### src/rtl/icache_pkg.sv
// Shared types and address-field width helpers for the set-associative instruction cache.
package icache_pkg;

  typedef enum logic {IDLE, FILL} icache_state_t;

  typedef logic [31:0] word_t;

  function automatic int offsetWidth(input int words);
    return $clog2(words);
  endfunction

  function automatic int indexWidth(input int sets);
    return $clog2(sets);
  endfunction

  function automatic int tagWidth(input int sets, input int words);
    return 32 - 2 - $clog2(sets) - $clog2(words);
  endfunction

  // Zero-width fields still need a 1-bit carrier signal.
  function automatic int atLeastOne(input int w);
    return (w > 0) ? w : 1;
  endfunction

endpackage

### src/rtl/icache_way.sv
// One cache way: per-set valid bit, tag and block data, one read port and one fill write port.
module icache_way
  import icache_pkg::*;
#(
  parameter int SETS  = 8,
  parameter int WORDS = 2,
  localparam int IDXW = indexWidth(SETS),
  localparam int OFFB = atLeastOne(offsetWidth(WORDS)),
  localparam int TAGW = tagWidth(SETS, WORDS)
) (
  input  logic            clk_i,
  input  logic            rst_i,
  input  logic [IDXW-1:0] rdIdx_i,
  input  logic [OFFB-1:0] rdOff_i,
  output logic            rdValid_o,
  output logic [TAGW-1:0] rdTag_o,
  output word_t           rdData_o,
  input  logic [IDXW-1:0] wrIdx_i,
  input  logic [OFFB-1:0] wrOff_i,
  input  logic            wrWordEn_i,
  input  word_t           wrData_i,
  input  logic            wrTagEn_i,
  input  logic [TAGW-1:0] wrTag_i,
  input  logic            clear_i
);

  logic [SETS-1:0] valid_q;
  logic [TAGW-1:0] tag_q  [SETS];
  word_t           data_q [SETS][WORDS];

  // Only the valid bits need reset; tag and data are meaningless until valid is set.
  always_ff @(posedge clk_i or posedge rst_i) begin
    if (rst_i) begin
      valid_q <= '0;
    end else if (clear_i) begin
      valid_q <= '0;
    end else if (wrTagEn_i) begin
      valid_q[wrIdx_i] <= 1'b1;
    end
  end

  always_ff @(posedge clk_i) begin
    if (wrWordEn_i) begin
      data_q[wrIdx_i][wrOff_i] <= wrData_i;
    end
    if (wrTagEn_i) begin
      tag_q[wrIdx_i] <= wrTag_i;
    end
  end

  assign rdValid_o = valid_q[rdIdx_i];
  assign rdTag_o   = tag_q[rdIdx_i];
  assign rdData_o  = data_q[rdIdx_i][rdOff_i];

endmodule

### src/rtl/icache_assoc.sv
// Set-associative instruction cache (1 or 2 ways) with pseudo-LRU replacement,
// whole-cache invalidate and hit/miss counters, between fetch port and memory.
module icache_assoc
  import icache_pkg::*;
#(
  parameter int CPUID = 0,
  parameter int SETS  = 8,
  parameter int WAYS  = 2,
  parameter int WORDS = 2
) (
  input  logic        CLK,
  input  logic        RST,
  input  logic        imemREN,
  input  logic [31:0] imemaddr,
  output logic        ihit,
  output word_t       imemload,
  input  logic        inval,
  output logic        iREN,
  output logic [31:0] iaddr,
  input  logic        iwait,
  input  word_t       iload,
  output logic [31:0] hit_count,
  output logic [31:0] miss_count
);

  localparam int IDXW = indexWidth(SETS);
  localparam int OFFW = offsetWidth(WORDS);
  localparam int OFFB = atLeastOne(OFFW);
  localparam int TAGW = tagWidth(SETS, WORDS);
  localparam int BLKW = TAGW + IDXW;

  if (WAYS < 1 || WAYS > 2 || CPUID < 0) begin : gBadConfig
    $error("icache_assoc: WAYS must be 1 or 2 and CPUID non-negative");
  end

  icache_state_t   state_q;
  logic [OFFB-1:0] cnt_q;
  logic [BLKW-1:0] missBlk_q;
  logic            victim_q;
  logic            pendInval_q;
  logic [31:0]     hitCount_q;
  logic [31:0]     missCount_q;

  logic [IDXW-1:0] reqIdx;
  logic [OFFB-1:0] reqOff;
  logic [TAGW-1:0] reqTag;
  logic [IDXW-1:0] fillIdx;
  logic [TAGW-1:0] fillTag;
  logic [1:0]      unusedByteOff;

  assign reqIdx        = imemaddr[2+OFFW +: IDXW];
  assign reqOff        = (OFFW > 0) ? imemaddr[2 +: OFFB] : '0;
  assign reqTag        = imemaddr[31 -: TAGW];
  assign fillIdx       = missBlk_q[IDXW-1:0];
  assign fillTag       = missBlk_q[BLKW-1 -: TAGW];
  assign unusedByteOff = imemaddr[1:0];

  logic [WAYS-1:0] wayValid;
  logic [TAGW-1:0] wayTag  [WAYS];
  word_t           wayData [WAYS];

  logic  invalNow, lookup, fillAccept, fillLast, clearAll, missStart;
  logic  hitAny, hitWay, lruVictim, victimSel;
  word_t hitData;

  always_comb begin
    hitAny  = 1'b0;
    hitWay  = 1'b0;
    hitData = '0;
    for (int w = 0; w < WAYS; w++) begin
      if (wayValid[w] && wayTag[w] == reqTag) begin
        hitAny  = 1'b1;
        hitWay  = 1'(w);
        hitData = wayData[w];
      end
    end
  end

  // A pending invalidate owns its IDLE cycle: no hit, no miss, no LRU update.
  assign invalNow   = inval | pendInval_q;
  assign lookup     = (state_q == IDLE) && imemREN && !invalNow;
  assign ihit       = lookup && hitAny;
  assign imemload   = ihit ? hitData : '0;
  assign missStart  = lookup && !hitAny;
  assign clearAll   = (state_q == IDLE) && invalNow;
  assign fillAccept = (state_q == FILL) && !iwait;
  assign fillLast   = fillAccept && (cnt_q == OFFB'(WORDS - 1));

  assign iREN       = (state_q == FILL);
  assign iaddr      = iREN ? ((32'(missBlk_q) << (OFFW + 2)) | (32'(cnt_q) << 2)) : '0;
  assign hit_count  = hitCount_q;
  assign miss_count = missCount_q;

  for (genvar w = 0; w < WAYS; w++) begin : gWay
    icache_way #(
      .SETS  (SETS),
      .WORDS (WORDS)
    ) uWay (
      .clk_i      (CLK),
      .rst_i      (RST),
      .rdIdx_i    (reqIdx),
      .rdOff_i    (reqOff),
      .rdValid_o  (wayValid[w]),
      .rdTag_o    (wayTag[w]),
      .rdData_o   (wayData[w]),
      .wrIdx_i    (fillIdx),
      .wrOff_i    (cnt_q),
      .wrWordEn_i (fillAccept && victim_q == 1'(w)),
      .wrData_i   (iload),
      .wrTagEn_i  (fillLast && victim_q == 1'(w)),
      .wrTag_i    (fillTag),
      .clear_i    (clearAll)
    );
  end

  // Each LRU bit names the way to evict next in its set.
  if (WAYS == 2) begin : gLru
    logic [SETS-1:0] lru_q;

    always_ff @(posedge CLK or posedge RST) begin
      if (RST) begin
        lru_q <= '0;
      end else if (ihit) begin
        lru_q[reqIdx] <= ~hitWay;
      end else if (fillLast) begin
        lru_q[fillIdx] <= ~victim_q;
      end
    end

    assign lruVictim = lru_q[reqIdx];
  end else begin : gNoLru
    assign lruVictim = 1'b0;
  end

  assign victimSel = (WAYS == 1)             ? 1'b0 :
                     !wayValid[0]            ? 1'b0 :
                     !wayValid[WAYS-1]       ? 1'b1 : lruVictim;

  always_ff @(posedge CLK or posedge RST) begin
    if (RST) begin
      state_q     <= IDLE;
      cnt_q       <= '0;
      missBlk_q   <= '0;
      victim_q    <= 1'b0;
      pendInval_q <= 1'b0;
      hitCount_q  <= '0;
      missCount_q <= '0;
    end else begin
      if (ihit) begin
        hitCount_q <= hitCount_q + 32'd1;
      end
      if (missStart) begin
        missCount_q <= missCount_q + 32'd1;
      end
      case (state_q)
        IDLE: begin
          pendInval_q <= 1'b0;
          if (missStart) begin
            state_q   <= FILL;
            cnt_q     <= '0;
            missBlk_q <= imemaddr[31 -: BLKW];
            victim_q  <= victimSel;
          end
        end
        FILL: begin
          if (inval) begin
            pendInval_q <= 1'b1;
          end
          if (fillLast) begin
            cnt_q   <= '0;
            state_q <= IDLE;
          end else if (fillAccept) begin
            cnt_q <= cnt_q + 1'b1;
          end
        end
        default: state_q <= IDLE;
      endcase
    end
  end

endmodule

### config.mk
export PLATFORM = sky130hd
export DESIGN_NAME = icache_assoc
export DESIGN_NICKNAME = d
export VERILOG_FILES = /design/src/rtl/icache_pkg.sv /design/src/rtl/icache_way.sv /design/src/rtl/icache_assoc.sv
export SDC_FILE = /design/constraint.sdc
export NUM_CORES = 2
export LEC_CHECK = 0
export ABC_AREA = 1
export CORE_MARGIN = 2
export CORE_UTILIZATION = 41
export CTS_BUF_LIST = sky130_fd_sc_hd__clkbuf_16
export CTS_CLUSTER_SIZE = 30
export DETAILED_ROUTE_END_ITERATION = 8
export HOLD_SLACK_MARGIN = 0.12
export PLACE_DENSITY = 0.62
export SLEW_MARGIN = 25
export SYNTH_ARGS = -nofsm -noshare
export SYNTH_HDL_FRONTEND = slang
export SYNTH_SLANG_ARGS = --single-unit
### constraint.sdc
create_clock -name CLK -period 10.6 [get_ports CLK]
set_clock_uncertainty 0.2 [all_clocks]
set_input_delay 1.06 -clock CLK [delete_from_list [all_inputs] [get_ports CLK]]
set_output_delay 1.06 -clock CLK [all_outputs]
set_load 0.02 [all_outputs]
# After elaboration in Yosys (flattened, before gate mapping)
# Memories as Yosys holds them, arrays and structs flattened.
# Cells that the tools add are included.
# Widths: inputs -> output; s select.
[classes]
add_sub_neg = 3
order_cmp = 7
eq_ne = 5
muxes = 52
n_bitwise = 9
n_reduce_logical = 24
[ops]
columns = ["cell", "count"]
rows = [
  ["$mux 32", 11],
  ["$mux 64", 2],
  ["$add 32x1->32 const B", 2],
  ["$eq 26x26->1", 2],
  ["$mux 8", 6],
  ["$demux 32 s1", 1],
  ["$or 32x3->32", 1],
  ["$mux 1", 22],
  ["$bwmux 8", 2],
  ["$logic_and 1x1->1", 16],
  ["$or 8x8->8", 2],
  ["$bmux 1 s3", 3],
  ["$lt 3x4->1 const B", 2],
  ["$demux 1 s3", 2],
  ["$ge 3x1->1 const B", 2],
  ["$pmux 1 s2", 3],
  ["$reduce_bool 2->1", 3],
  ["$ge 2x2->1 const B", 2],
  ["$ne 2x2->1 const B", 2],
  ["$not 1->2", 2],
  ["$reduce_and 2->1", 2],
  ["$logic_not 1->1", 3],
  ["$ne 3x1->1 const B", 1],
  ["$not 1->1", 3],
  ["3 further kinds", 3],
]
[word_totals]
reg_bits = 121
ramBits = 1440
in_bits = 69
output_inout_bits = 130
elab_cells = 114
memories = 4
[mem_list]
columns = ["name", "depth", "width", "rd", "rd_ports_with_merged_regs", "write_ports", "line", "source"]
rows = [
  ["gWay[0].uWay.data_q", 8, 64, 1, 0, 1, "icache_way.sv:29", "word_t data_q [SETS][WORDS];"],
  ["gWay[1].uWay.data_q", 8, 64, 1, 0, 1, "icache_way.sv:29", ""],
  ["gWay[0].uWay.tag_q", 8, 26, 1, 0, 1, "icache_way.sv:28", "logic [TAGW-1:0] tag_q [SETS];"],
  ["gWay[1].uWay.tag_q", 8, 26, 1, 0, 1, "icache_way.sv:28", ""],
]

# Depth between registers and ports, before layout
[logic_depth]
depth_word = 9
mapped_depth = 23
mapped_depth_nobuf = 20

# By module
# Synthesis repeated with hierarchy kept, for this count alone.
[unflattened]
hier_cells = 6717
area_unflattened_um2 = 68465.7
[by_module_without_submodules]
columns = ["module", "n_inst", "cells_each", "area_each_um2", "seq_area_each_um2"]
rows = [
  ["icache_way (gWay[1].uWay)", 1, 2742, 30345.4, 21820.9],
  ["icache_way (gWay[0].uWay)", 1, 2742, 30339.1, 21820.9],
  ["icache_assoc", 1, 1233, 7781.2, 2627.5],
]

# Least setup slack after synthesis
# No wires, ideal clock.
[synth_path]
path_kind = "in2reg"
start = "in iwait"
end = "mem gWay[0].uWay.data_q[4][0] in the netlist's numbering, enable pin"
setup_ns = 0.463
arrival_time_ns = 3.869
t_required_ns = 9.937
setup_slack_ns = 6.068
path_stages = 3
path_buffers = 0
cell_sequence = "nor2_1 clkinv_1 nor3_1"
[synth_via]
elab_chain_len = 5
[synth_lines]
columns = ["item", "line", "source"]
rows = [
  ["start: declaration", "icache_assoc.sv:20", "input logic iwait,"],
  ["$logic_not 1->1", "icache_assoc.sv:86", "assign fillAccept = (state_q == FILL) && !iwait;"],
  ["$logic_and 1x1->1", "icache_assoc.sv:86", ""],
  ["$logic_and 1x1->1", "icache_assoc.sv:108", ".wrWordEn_i (fillAccept && victim_q == 1'(w)),"],
  ["$mux 1", "icache_way.sv:43", "if (wrWordEn_i) begin"],
  ["$mux 64 (not written as such)", "icache_way.sv:44", "data_q[wrIdx_i][wrOff_i] <= wrData_i;"],
  ["end: declaration", "icache_way.sv:29", ""],
]
# No other way between the ends.

# Worst setup path in the final report
[layout_path]
start = "in imemaddr[4]"
end = "out imemload[24]"
[layout_via]
elab_chain_len = 7
elab_cells_between_ends = 24
classes_between = "eq/ne (2); mux (15); reduce/logical (3); memory (4)"
[layout_lines]
columns = ["item", "line", "source"]
rows = [
  ["start: declaration", "icache_assoc.sv:14", "input logic [31:0] imemaddr,"],
  ["$mem_v2 8x26 (tied with other cells)", "-", ""],
  ["$eq 26x26->1 (tied with other cells)", "icache_assoc.sv:71", "if (wayValid[w] && wayTag[w] == reqTag) begin"],
  ["$logic_and 1x1->1 / $mux 32 (equally long branches)", "icache_assoc.sv:71, icache_way.sv:53", ""],
  ["$mux 1 / $mux 32 (equally long branches)", "icache_assoc.sv:71, icache_way.sv:53", ""],
  ["$mux 1 / $mux 32 (equally long branches)", "icache_assoc.sv:71", ""],
  ["$logic_and 1x1->1 / $mux 32 (equally long branches)", "icache_assoc.sv:82, icache_assoc.sv:71", ""],
  ["$mux 32 *", "icache_assoc.sv:83", "assign imemload = ihit ? hitData : '0;"],
  ["end: declaration", "icache_assoc.sv:16", "output word_t imemload,"],
]
# Every way passes the cells marked *; elsewhere a longest branch is shown, timed or not. The select of a mux whose other input is x is not followed.

==> metrics <==
vias in the first global route=38200; Yosys reg bits=1561; PortBufs=194; type of the worst min-delay path=register to register; area share of fa/ha/maj cells after synthesis=0.0404%; row count=142; Seq/Total Area, Yosys=74.6%; Total GRT Usage=22.7%; Cell Area, Synth=62000 um2; Core Area=150000 um2; top cells by area, synth=edfxtp_1, nand2_1, dfrtp_1; Slew Viols, Final=0; Async S/R FF share, synth=7.75%; 1st-pass router iterations=6; CP endpoint kind=primary output; mux cell area share after synthesis=0%; internal cell power=10.8 mW; dpl cell area=66500 um2; antenna-violating nets left=0; final setup fails=0; Syn Area/Cell=12.6 um2; Switch Pwr=3.72 mW; number of CTS-inserted buffers=162; CTS tree=built; Primary FF master, synth=edfxtp_1; RR Endpoint=hit_count[14]; Setup Crit Path Kind=input pin to primary output; initial antenna violation count=14; post-synthesis cell count=4914; final wirelength=176 mm; main combinational cell family by area after synthesis=simple AND/OR/NAND/NOR gates; CP cell instances=clkdlybuf4s50_1 -> inv_2 -> nor2_4 -> buf_4 -> nand3_1 -> nand2_1 -> nor3_1 -> nor2_1 -> nand2_1 -> nor2_1 -> nand2_1 -> nor2_1 -> nand2_2 -> nand2_2 -> nand2_4 -> a21oi_1 -> clkdlybuf4s50_1; fmax=115 MHz; vias after detailed routing=40100; Hold Vio Cnt, Final=0; Post-synth EDFFs=1440; share of cells above drive strength 1=8.28%; post-DP HPWL=96.4 mm; Unique masters post-synth=40; Crit path arrival time=7460 ps; outcome=finished, final reports clean; worst r2r path cells=15; Yosys top cell area share=69.8%; insertion delay to the later sink of the worst-skew pair=800 ps; Final min period=8720 ps; die area=154000 um2; CP peak stage delay=1020 ps; Compound-Gate Fraction of Synth Area=7.52%; VDD IR max=0.145 mV; drt drc=0; RSZ-0062 raised after global routing=false; PwrDens=203 nW/um2; Synth Area in XOR/XNOR=0.805%; DIE HEIGHT=393 um; Net Sw Frac=25.6%; Hold-fix buffers, CTS=0; worst setup margin=1880 ps; fillcell total=13100; Comb pwr share=9.7%; Placer Congestion=0.939; Worst Tran Pin Value=1010 ps; post-cts sizing count=0; count leader, synth=edfxtp_1; relative slew slack=32.2%; largest net degree at the start of global routing=154; slowest cell on the critical path=clkdlybuf4s50_1; num ports=199; setup slack at placement=1960 ps; area delta synth->final=15.6%; yosys warns=0; first-pass GRT wire length=256 mm; top cell type by total area after synthesis=edfxtp_1; register share of total power=52.1%; leakage=25.9 nW; initial DRC count=4334; hold endpoint=pendInval_q; Vias/cell=5.52; fraction of the mapped netlist area in simple logic gates=12.5%; top cells by count, synth=edfxtp_1, nand2_1, inv_1; CTS clock-pin slew for the worst setup and hold paths=60 ps; period utilisation layout=82.3%; worst endpoint required time=9340 ps; clock sink total=1561; H-tree levels=4; gr ovfl total=0; Max Cap Viol=0; hold path start=pendInval_q; Initial Util=41.3%; crit path max fanout=44; startpoint class of the critical path=input pin; Clock Tree Root=clkbuf_16; Crit Reg-Reg Startpoint=gWay[1].uWay.tag_q[0][19]; nets@finish=5196; crit path buf inv count=4; Min-Delay Path Depth=2; design area=71700 um2; DR WL/cell=24.2 um; Bufs on Longest Clock Path=3; worst reg2reg setup slack=6380 ps; setup TNS=0 ps; clock power share=38.2%; postcts setup bufs=0; crit-path leading delay family=simple AND/OR/NAND/NOR gates; footprint of the multi-input gates=13300 um2; FF/Latch Area=46300 um2; DIE WIDTH=393 um
[power groups by stage]
stage / registers (mW) / logic, mW / clock network (mW)
floorplan: 7.60 / 0.723 / 0
global placement: 7.67 / 1.39 / 0
detailed placement: 7.69 / 1.41 / 0
CTS: 7.56 / 1.41 / 5.62
finish: 7.56 / 1.41 / 5.54
global route: 7.61 / 1.53 / 5.85
[cells by family after synthesis]
group,count (synthesis)
other cells,1
fa+ha+maj,2
flops,1561
xor+xnor,57
simple gates,1854
compound gates,755
buf+inv,684
[routing by layer]
metal	global-route usage, %	vias to the layer above	wire, um
li1	-	18000	-
met1	32.0	20000	73600
met2	36.4	1880	83000
met3	3.67	285	15300
met4	6.39	2	4280
met5	0	-	7
[worst max path at each step]
| stage | endpoint | slack [ps] | cells past startpoint | from |
|---|---|---|---|---|
| detailed placement | imemload[26] | 1960 | 17 | imemaddr[4] |
| floorplan | gWay[0].uWay.data_q[4][0] | 6070 | 3 | iwait |
| finish | imemload[24] | 1880 | 17 | imemaddr[4] |
| global placement | imemload[26] | 1930 | 17 | imemaddr[4] |
| CTS | imemload[26] | 1960 | 17 | imemaddr[4] |
| global route | imemload[26] | 1720 | 17 | imemaddr[5] |
[flip-flops by register name, indices dropped and copies added (netlist names)]
signal	cells
gWay.uWay.valid_q	16
iREN	1
victim_q	1
hit_count	32
gWay.uWay.tag_q	416
gLru.lru_q	8
missBlk_q	29
miss_count	32
gWay.uWay.data_q	1024
cnt_q	1
pendInval_q	1
[placed cells by master, fill, tap and decap left out, drive strengths merged, types with 14 or more instances in the layout]
master,n
edfxtp,1440
nand2,991
inv,482
o22ai,428
nor2,424
nand3,255
o21ai,184
clkdlybuf4s50,179
clkbuf,166
dfrtp,121
buf,99
clkinv,81
nor4,80
o41ai,61
nor3,49
xor2,46
a21oi,41
or2,33
o211ai,18
nand4,14
[through the flow]
stage / hold WS [ps] / total power [mW] / std cells / util, %
after floorplan: 261 / 8.32 / 4915 / -
after global placement: 279 / 9.05 / 6976 / 44.3
after detailed placement: 286 / 9.10 / 6977 / 44.4
after CTS: 301 / 14.6 / 7272 / 47.8
after global routing: 325 / 15.0 / 7273 / 47.8
final: 301 / 14.5 / 7273 / 47.8
[layout make-up]
class	count	share of cell area [%]
multi-input combinational	2670	18.6
tap	2016	3.52
antenna	1	0.00349
clock inverter	130	1.51
timing repair buffer	279	3.64
sequential	1561	64.6
inverter	451	2.38
clock buffer	165	5.76
[worst register-to-register path, delay by kind of cell (launching register included)]
family	cells	cell delay [ps]
compound gates	1	460
buf+inv	1	720
flops	1	350
simple gates	13	2360
Power figures use the tool's default switching activity.
